--- config.mk ---
export PLATFORM = sky130hd
export DESIGN_NAME = jt12_sh_peek_flat
export DESIGN_NICKNAME = d
export VERILOG_FILES = /design/src/rtl/jt12_pkg.sv /design/src/rtl/jt12_sh_peek_if.sv /design/src/rtl/jt12_slot_cnt.sv /design/src/rtl/jt12_sh_peek.sv /design/src/flat_wrapper.sv
export SDC_FILE = /design/constraint.sdc
export NUM_CORES = 1
export LEC_CHECK = 0
export CAP_MARGIN = 20
export CORE_MARGIN = 3
export CORE_UTILIZATION = 55
export DETAILED_ROUTE_END_ITERATION = 8
export PLACE_DENSITY_LB_ADDON = 0.2
export SYNTH_ARGS = -nofsm -noshare
export SYNTH_HDL_FRONTEND = slang
export SYNTH_SLANG_ARGS = --single-unit
export TNS_END_PERCENT = 20
--- constraint.sdc ---
create_clock -name clk -period 3.5 [get_ports clk]
set_input_delay 0.875 -clock clk [delete_from_list [all_inputs] [get_ports clk]]
set_output_delay 0.875 -clock clk [all_outputs]
set_load 0.01 [all_outputs]
--- src/rtl/jt12_pkg.sv ---
// Constants and FSM encoding shared by the per-slot pipeline taps.
package jt12_pkg;

  localparam int JT12_SLOTS     = 24;
  localparam int JT12_PEEK_TOUT = 2;

  localparam logic [1:0] PEEK_IDLE = 2'd0;
  localparam logic [1:0] PEEK_SEEK = 2'd1;
  localparam logic [1:0] PEEK_RESP = 2'd2;

  typedef enum logic [1:0] {
    ST_IDLE = PEEK_IDLE,
    ST_SEEK = PEEK_SEEK,
    ST_RESP = PEEK_RESP
  } peek_state_e;

  // Number of clk_en cycles a read may wait before giving up.
  function automatic int peek_tout_limit(input int stages);
    return JT12_PEEK_TOUT * stages;
  endfunction

endpackage

--- src/rtl/jt12_sh_peek_if.sv ---
// Request/response bus between a requester and the slot peek tap.
interface jt12_sh_peek_if #(
  parameter int width = 5,
  parameter int slotw = 5
);

  logic             req;
  logic [slotw-1:0] req_slot;
  logic             busy;
  logic             dout_valid;
  logic [width-1:0] dout;
  logic             err;

  modport master (
    output req, req_slot,
    input  busy, dout_valid, dout, err
  );

  modport slave (
    input  req, req_slot,
    output busy, dout_valid, dout, err
  );

endinterface

--- src/rtl/jt12_slot_cnt.sv ---
// Tracks which slot sits at the output of a time-multiplexed shift line,
// aligning to sync and flagging syncs that arrive at an unexpected slot.
module jt12_slot_cnt
  import jt12_pkg::*;
#(
  parameter int stages = JT12_SLOTS,
  parameter int slotw  = 5
) (
  input  logic             clk,
  input  logic             rst,
  input  logic             clk_en,
  input  logic             sync,
  output logic [slotw-1:0] slot_now,
  output logic             locked,
  output logic             sync_err
);

  localparam logic [slotw-1:0] LAST_SLOT = slotw'(stages - 1);

  logic [slotw-1:0] cnt_q, cnt_d;
  logic             locked_q, locked_d;
  logic             sync_err_q, sync_err_d;

  // sync forces slot 0 combinationally so a same-cycle match sees the realigned index.
  assign slot_now = sync ? '0 : cnt_q;

  // NOTE: every variable gets its default before any branch, so no latch is inferred.
  always_comb begin
    cnt_d      = cnt_q;
    locked_d   = locked_q;
    sync_err_d = 1'b0;
    if (clk_en) begin
      cnt_d = (slot_now == LAST_SLOT) ? '0 : slot_now + slotw'(1);
      if (sync) begin
        locked_d   = 1'b1;
        sync_err_d = locked_q && (cnt_q != '0);
      end
    end
  end

  // NOTE: state registers use non-blocking assignments only, so every flop samples pre-edge values.
  always_ff @(posedge clk) begin
    if (rst) begin
      cnt_q      <= '0;
      locked_q   <= 1'b0;
      sync_err_q <= 1'b0;
    end else begin
      cnt_q      <= cnt_d;
      locked_q   <= locked_d;
      sync_err_q <= sync_err_d;
    end
  end

  assign locked   = locked_q;
  assign sync_err = sync_err_q;

endmodule

--- src/rtl/jt12_sh_peek.sv ---
// Read-side tap on a circulating per-slot shift line: captures one selected
// slot's value on request without disturbing the circulating data.
module jt12_sh_peek
  import jt12_pkg::*;
#(
  parameter int width  = 5,
  parameter int stages = JT12_SLOTS,
  parameter int slotw  = 5
) (
  input  logic             clk,
  input  logic             rst,
  input  logic             clk_en,
  input  logic             sync,
  input  logic [width-1:0] din,
  jt12_sh_peek_if.slave    bus,
  output logic             locked,
  output logic             sync_err
);

  localparam int                TOUT_MAX  = peek_tout_limit(stages);
  localparam int                TOUT_W    = $clog2(TOUT_MAX + 1);
  localparam logic [TOUT_W-1:0] TOUT_LAST = TOUT_W'(TOUT_MAX - 1);
  localparam logic [slotw:0]    SLOT_LIM  = (slotw + 1)'(stages);

  peek_state_e       state_q, state_d;
  logic [slotw-1:0]  target_q, target_d;
  logic [TOUT_W-1:0] tout_q, tout_d;
  logic [width-1:0]  dout_q, dout_d;
  logic              err_q, err_d;

  logic [slotw-1:0]  slot_now;
  logic              hit;

  jt12_slot_cnt #(
    .stages (stages),
    .slotw  (slotw)
  ) u_slot_cnt (
    .clk      (clk),
    .rst      (rst),
    .clk_en   (clk_en),
    .sync     (sync),
    .slot_now (slot_now),
    .locked   (locked),
    .sync_err (sync_err)
  );

  // locked is the pre-edge value; a same-cycle sync also qualifies the match.
  assign hit = (locked || sync) && (slot_now == target_q);

  always_comb begin
    state_d  = state_q;
    target_d = target_q;
    tout_d   = tout_q;
    dout_d   = dout_q;
    err_d    = err_q;
    case (state_q)
      ST_IDLE: begin
        if (bus.req) begin
          if ({1'b0, bus.req_slot} >= SLOT_LIM) begin
            err_d   = 1'b1;
            state_d = ST_RESP;
          end else begin
            target_d = bus.req_slot;
            tout_d   = '0;
            state_d  = ST_SEEK;
          end
        end
      end
      ST_SEEK: begin
        if (clk_en) begin
          if (hit) begin
            dout_d  = din;
            err_d   = 1'b0;
            state_d = ST_RESP;
          end else if (tout_q == TOUT_LAST) begin
            err_d   = 1'b1;
            state_d = ST_RESP;
          end else begin
            tout_d = tout_q + TOUT_W'(1);
          end
        end
      end
      ST_RESP: state_d = ST_IDLE;
      default: state_d = ST_IDLE;
    endcase
  end

  always_ff @(posedge clk) begin
    if (rst) begin
      state_q  <= ST_IDLE;
      target_q <= '0;
      tout_q   <= '0;
      dout_q   <= '0;
      err_q    <= 1'b0;
    end else begin
      state_q  <= state_d;
      target_q <= target_d;
      tout_q   <= tout_d;
      dout_q   <= dout_d;
      err_q    <= err_d;
    end
  end

  assign bus.busy       = (state_q != ST_IDLE);
  assign bus.dout_valid = (state_q == ST_RESP);
  assign bus.dout       = dout_q;
  assign bus.err        = err_q;

endmodule

--- src/flat_wrapper.sv ---
// flat-port wrapper written by rule: the top's interface ports become plain ports
module jt12_sh_peek_flat import jt12_pkg::*;
#(
  parameter int width  = 5,
  parameter int stages = JT12_SLOTS,
  parameter int slotw  = 5
)
  (clk, rst, clk_en, sync, din, locked, sync_err, bus_req, bus_req_slot, bus_busy, bus_dout_valid, bus_dout, bus_err);
  jt12_sh_peek_if #(.width(width), .slotw(slotw)) bus_i ();
  input  logic clk;
  input  logic rst;
  input  logic clk_en;
  input  logic sync;
  input  logic [width-1:0] din;
  output logic locked;
  output logic sync_err;
  input wire logic [$bits(bus_i.req)-1:0] bus_req;
  input wire logic [$bits(bus_i.req_slot)-1:0] bus_req_slot;
  output wire logic [$bits(bus_i.busy)-1:0] bus_busy;
  output wire logic [$bits(bus_i.dout_valid)-1:0] bus_dout_valid;
  output wire logic [$bits(bus_i.dout)-1:0] bus_dout;
  output wire logic [$bits(bus_i.err)-1:0] bus_err;
  assign bus_i.req = bus_req;
  assign bus_i.req_slot = bus_req_slot;
  assign bus_busy = bus_i.busy;
  assign bus_dout_valid = bus_i.dout_valid;
  assign bus_dout = bus_i.dout;
  assign bus_err = bus_i.err;
  jt12_sh_peek #(.width(width), .stages(stages), .slotw(slotw)) u_core (.clk(clk), .rst(rst), .clk_en(clk_en), .sync(sync), .din(din), .bus(bus_i), .locked(locked), .sync_err(sync_err));
endmodule
==> reports/summary.md <==
The horizontal die dimension was 55.71 um; the number of distinct library cell variants in the gate-level netlist after synthesis was 47. The total global routing track utilization came out at 0.1953. Adding up every negative setup slack in the final design gives 0 ns.

Setup repair after global routing left no endpoint under its margin. The run gives 0 as the number of antenna violations at the first check in global routing. The cell area that synthesis handed to floorplanning was 1359 sq um. The buffer cell driving the clock tree root was sky130_fd_sc_hd__clkbuf_4.

The clock reaches the later pin of the worst-skew pair after 0.33 ns. For the pin with the worst max-slew slack, the measured transition is 0.5525 ns. The floorplan core area was 2276 sq um; the total setup violations reported at the end of the flow was 0. The synthesized area divided by synthesized cell count is 9.059 sq um. The logs give 1654 sq um for the post-route cell area and 191 for the final-stage net count. In this run the static leakage power is 0.6181 nW.

The die is 55.71 um tall. Using the TritonRoute via totals, the vias-per-cell ratio works out to 6.030. In this run the remaining antenna-violating nets after routing total 0. The post-placement cell area came out at 1618 sq um. The most frequently used flop master after synthesis is sky130_fd_sc_hd__dfxtp_1. The logs give 2.154 mm for the half-perimeter wire length after placement and 2.990 mm for the detailed-route wire length. The logs give 3103 sq um for the full die area and 0 for the max-cap violation count. Before antenna repair, the detailed router went through 4 iterations.

The run finished with clean final reports. The power density over cell area is 354.9 nW/um^2. The run gives 3.08 ns as the critical path data arrival time. The gate count after technology mapping is 150. The worst setup path is launched from a primary input.

The number of antenna diodes in the final layout is 0. The area share of the largest cell type after synthesis works out to 0.3831. The logs give 0 for the number of buffers inserted to repair setup after CTS and 0 for the post-route DRC violation count.

In this run, post-CTS repair resized a total of 0 instances. Area growth from synthesis to final layout: 21.73%. The CTS clock-pin slew for the worst setup and hold paths came out at 0.14 ns.

The wire length of the first global-routing pass was 4.988 mm; the max-slew violation count was 0. For this block, the initial DRC count from the detailed router was 55. Row generation in the floorplan step produced 17 rows. For this design, the sink count on the clock tree is 26.

STA classifies the critical path endpoint as a register. The maximum root-to-sink buffer count came out at 2. The worst-case headroom to the max-slew limit is 0.6305, and the worst IR drop on VDD is 0.2902 mV.

Number of hold violations in the final report: 0. The post-synthesis async set-or-reset flop share was 0; the part of the Yosys area used for sequential elements was 0.3831. The tightest min-delay check is of the reg2reg type. The average wire per standard cell was 14.88 um; the placer congestion estimate was 0.9043. At the worst endpoint, the required time is 3.76 ns. Across the routed clock network, the largest skew measured is 0.008560 ns. Sorting the synthesized cells by area gives the leading types as sky130_fd_sc_hd__dfxtp_1 38%, sky130_fd_sc_hd__mux2i_1 8.8%, sky130_fd_sc_hd__nand2b_1 5.5%. The period utilization is 0.8036. The flop and latch count out of synthesis is 26, and the via count is 1212. Counting flops with a built-in enable in the synthesized netlist gives 0.

Type of the worst setup path: in2reg. During synthesis, Yosys emitted a total of 0 warnings. After clock tree synthesis, the flow added hold-fix buffers numbering 0.

When the netlist entered floorplanning its net count stood at 167. The tools report the via count of the first global-routing pass as 1153. Of all cell types, the one taking the most synthesized area is sky130_fd_sc_hd__dfxtp_1. Input and output buffers added on the ports amount to 24. TritonCTS built the clock tree. The layout cell share with drive strength beyond 1 came out at 0.08671. The total I/O pin count is 25. For the overall overflow remaining after global route, the log shows 0. The smallest clock period supported by the final layout is computed as 2.813 ns. For the initial core utilization, the log shows 0.5970.

The number of clock buffers inserted by TritonCTS was 3. Timing would allow up to 355.5 MHz. The maximum number of pins on one net before global-route repair is 19, and the utilization after layout is 0.7268. Of all nets on the critical path, the largest fanout is 11.

The maximum level of the CTS H-tree came out at 1.
cell type report:
class	instances	area [sq um]
multi-input cells	111	780.7
inverters	5	18.77
well taps	28	35.03
clock buffers	4	36.28
repair buffers	27	262.8
flip-flops and latches	26	520.5
fillers	162	621.8
placed cells by master, fill, tap and decap left out, types with 2 or more instances in the layout:
| cell | n |
|---|---|
| sky130_fd_sc_hd__clkdlybuf4s50_1 | 24 |
| sky130_fd_sc_hd__clkbuf_4 | 3 |
| sky130_fd_sc_hd__a32oi_1 | 3 |
| sky130_fd_sc_hd__nor2b_1 | 5 |
| sky130_fd_sc_hd__o21ai_0 | 4 |
| sky130_fd_sc_hd__a211oi_1 | 2 |
| sky130_fd_sc_hd__nand3_1 | 2 |
| sky130_fd_sc_hd__a22o_1 | 3 |
| sky130_fd_sc_hd__inv_1 | 5 |
| sky130_fd_sc_hd__and3_1 | 3 |
| sky130_fd_sc_hd__nand2_1 | 6 |
| sky130_fd_sc_hd__mux2i_1 | 12 |
| sky130_fd_sc_hd__buf_4 | 3 |
| sky130_fd_sc_hd__dfxtp_1 | 26 |
| sky130_fd_sc_hd__nor2_1 | 16 |
| sky130_fd_sc_hd__a21oi_1 | 4 |
| sky130_fd_sc_hd__ha_1 | 2 |
| sky130_fd_sc_hd__nand2b_1 | 12 |
| sky130_fd_sc_hd__a22oi_1 | 2 |
| sky130_fd_sc_hd__a31oi_1 | 3 |
| sky130_fd_sc_hd__or3_1 | 3 |
| sky130_fd_sc_hd__o22ai_1 | 2 |
| sky130_fd_sc_hd__nor3_1 | 3 |
worst max-delay path, cell delays in order:
cell and delay, ns:
sky130_fd_sc_hd__clkdlybuf4s50_1 0.53, sky130_fd_sc_hd__buf_4 0.23, sky130_fd_sc_hd__nand2b_1 0.16, sky130_fd_sc_hd__mux2i_1 0.15, sky130_fd_sc_hd__o21ai_0 0.10, sky130_fd_sc_hd__a211o_1 0.41
sky130_fd_sc_hd__a311o_1 0.41, sky130_fd_sc_hd__a211oi_2 0.21
per-layer routing:
metal,part of all wire,vias to the layer above,global-route usage
met4,0.015,0,0.07292
met1,0.45,552,0.2611
met2,0.45,55,0.3091
met3,0.075,7,0.03944
met5,0,-,0
li1,-,598,-
per-stage QoR:
stage / std cells / setup WS (ns) / hold slack, ns / total power, mW
after global routing: 201 / 0.5272 / 0.5236 / 0.6143
after CTS: 201 / 0.6814 / 0.4972 / 0.5891
after global placement: 197 / 0.4812 / 0.4603 / 0.4331
final: 201 / 0.6874 / 0.4902 / 0.5871
after floorplan: 150 / 1.156 / 0.4654 / 0.3968
after detailed placement: 197 / 0.3212 / 0.4752 / 0.4382
logic make-up after synthesis:
family | synth area share
buffers and inverters | 0.04235
AOI/OAI and AO/OA | 0.1805
muxes | 0.09669
xor gates and xnor gates | 0.01289
adders and majority gates | 0.01841
DFF | 0.3831
and+or+nand+nor | 0.2661
worst paths after layout:
path                                                  from            endpoint  slack, ns  cells past startpoint
worst max-delay path                                  sync      u_core.bus.err       0.69                      8
worst min-delay path                    u_core.bus.dout[4]  u_core.bus.dout[4]       0.49                      2
worst max register to register  u_core.u_slot_cnt.cnt_q[1]      u_core.bus.err       1.50                      6
worst min register to register          u_core.bus.dout[4]  u_core.bus.dout[4]       0.49                      2
cell usage after synthesis, types with 2 or more instances:
| cell | instances |
|---|---|
| sky130_fd_sc_hd__inv_1 | 5 |
| sky130_fd_sc_hd__nor3_1 | 3 |
| sky130_fd_sc_hd__o22ai_1 | 2 |
| sky130_fd_sc_hd__nor2b_1 | 5 |
| sky130_fd_sc_hd__a31oi_1 | 3 |
| sky130_fd_sc_hd__a32oi_1 | 3 |
| sky130_fd_sc_hd__ha_1 | 2 |
| sky130_fd_sc_hd__nand2b_1 | 12 |
| sky130_fd_sc_hd__dfxtp_1 | 26 |
| sky130_fd_sc_hd__and3_1 | 3 |
| sky130_fd_sc_hd__mux2i_1 | 12 |
| sky130_fd_sc_hd__a21oi_1 | 4 |
| sky130_fd_sc_hd__nor2_1 | 16 |
| sky130_fd_sc_hd__clkbuf_1 | 6 |
| sky130_fd_sc_hd__a22o_1 | 3 |
| sky130_fd_sc_hd__or3_1 | 3 |
| sky130_fd_sc_hd__o21ai_0 | 4 |
| sky130_fd_sc_hd__a211oi_1 | 2 |
| sky130_fd_sc_hd__nand3_1 | 2 |
| sky130_fd_sc_hd__nand2_1 | 6 |
| sky130_fd_sc_hd__a22oi_1 | 2 |
power breakdown:
group          leakage (nW)  internal [mW]  total, mW  switching (mW)
combinational         0.386         0.0592      0.111          0.0515
sequential            0.211          0.307      0.322          0.0146
clock                0.0210         0.0637      0.154          0.0907
state kept, by name, indices dropped and copies added (netlist names):
register                    cells
u_core.u_slot_cnt.sync_err      1
u_core.target_q                 5
u_core.state_q                  2
u_core.tout_q                   6
u_core.u_slot_cnt.locked        1
u_core.bus.dout                 5
u_core.u_slot_cnt.cnt_q         5
u_core.bus.err                  1
(Power assumes the default switching activity.)
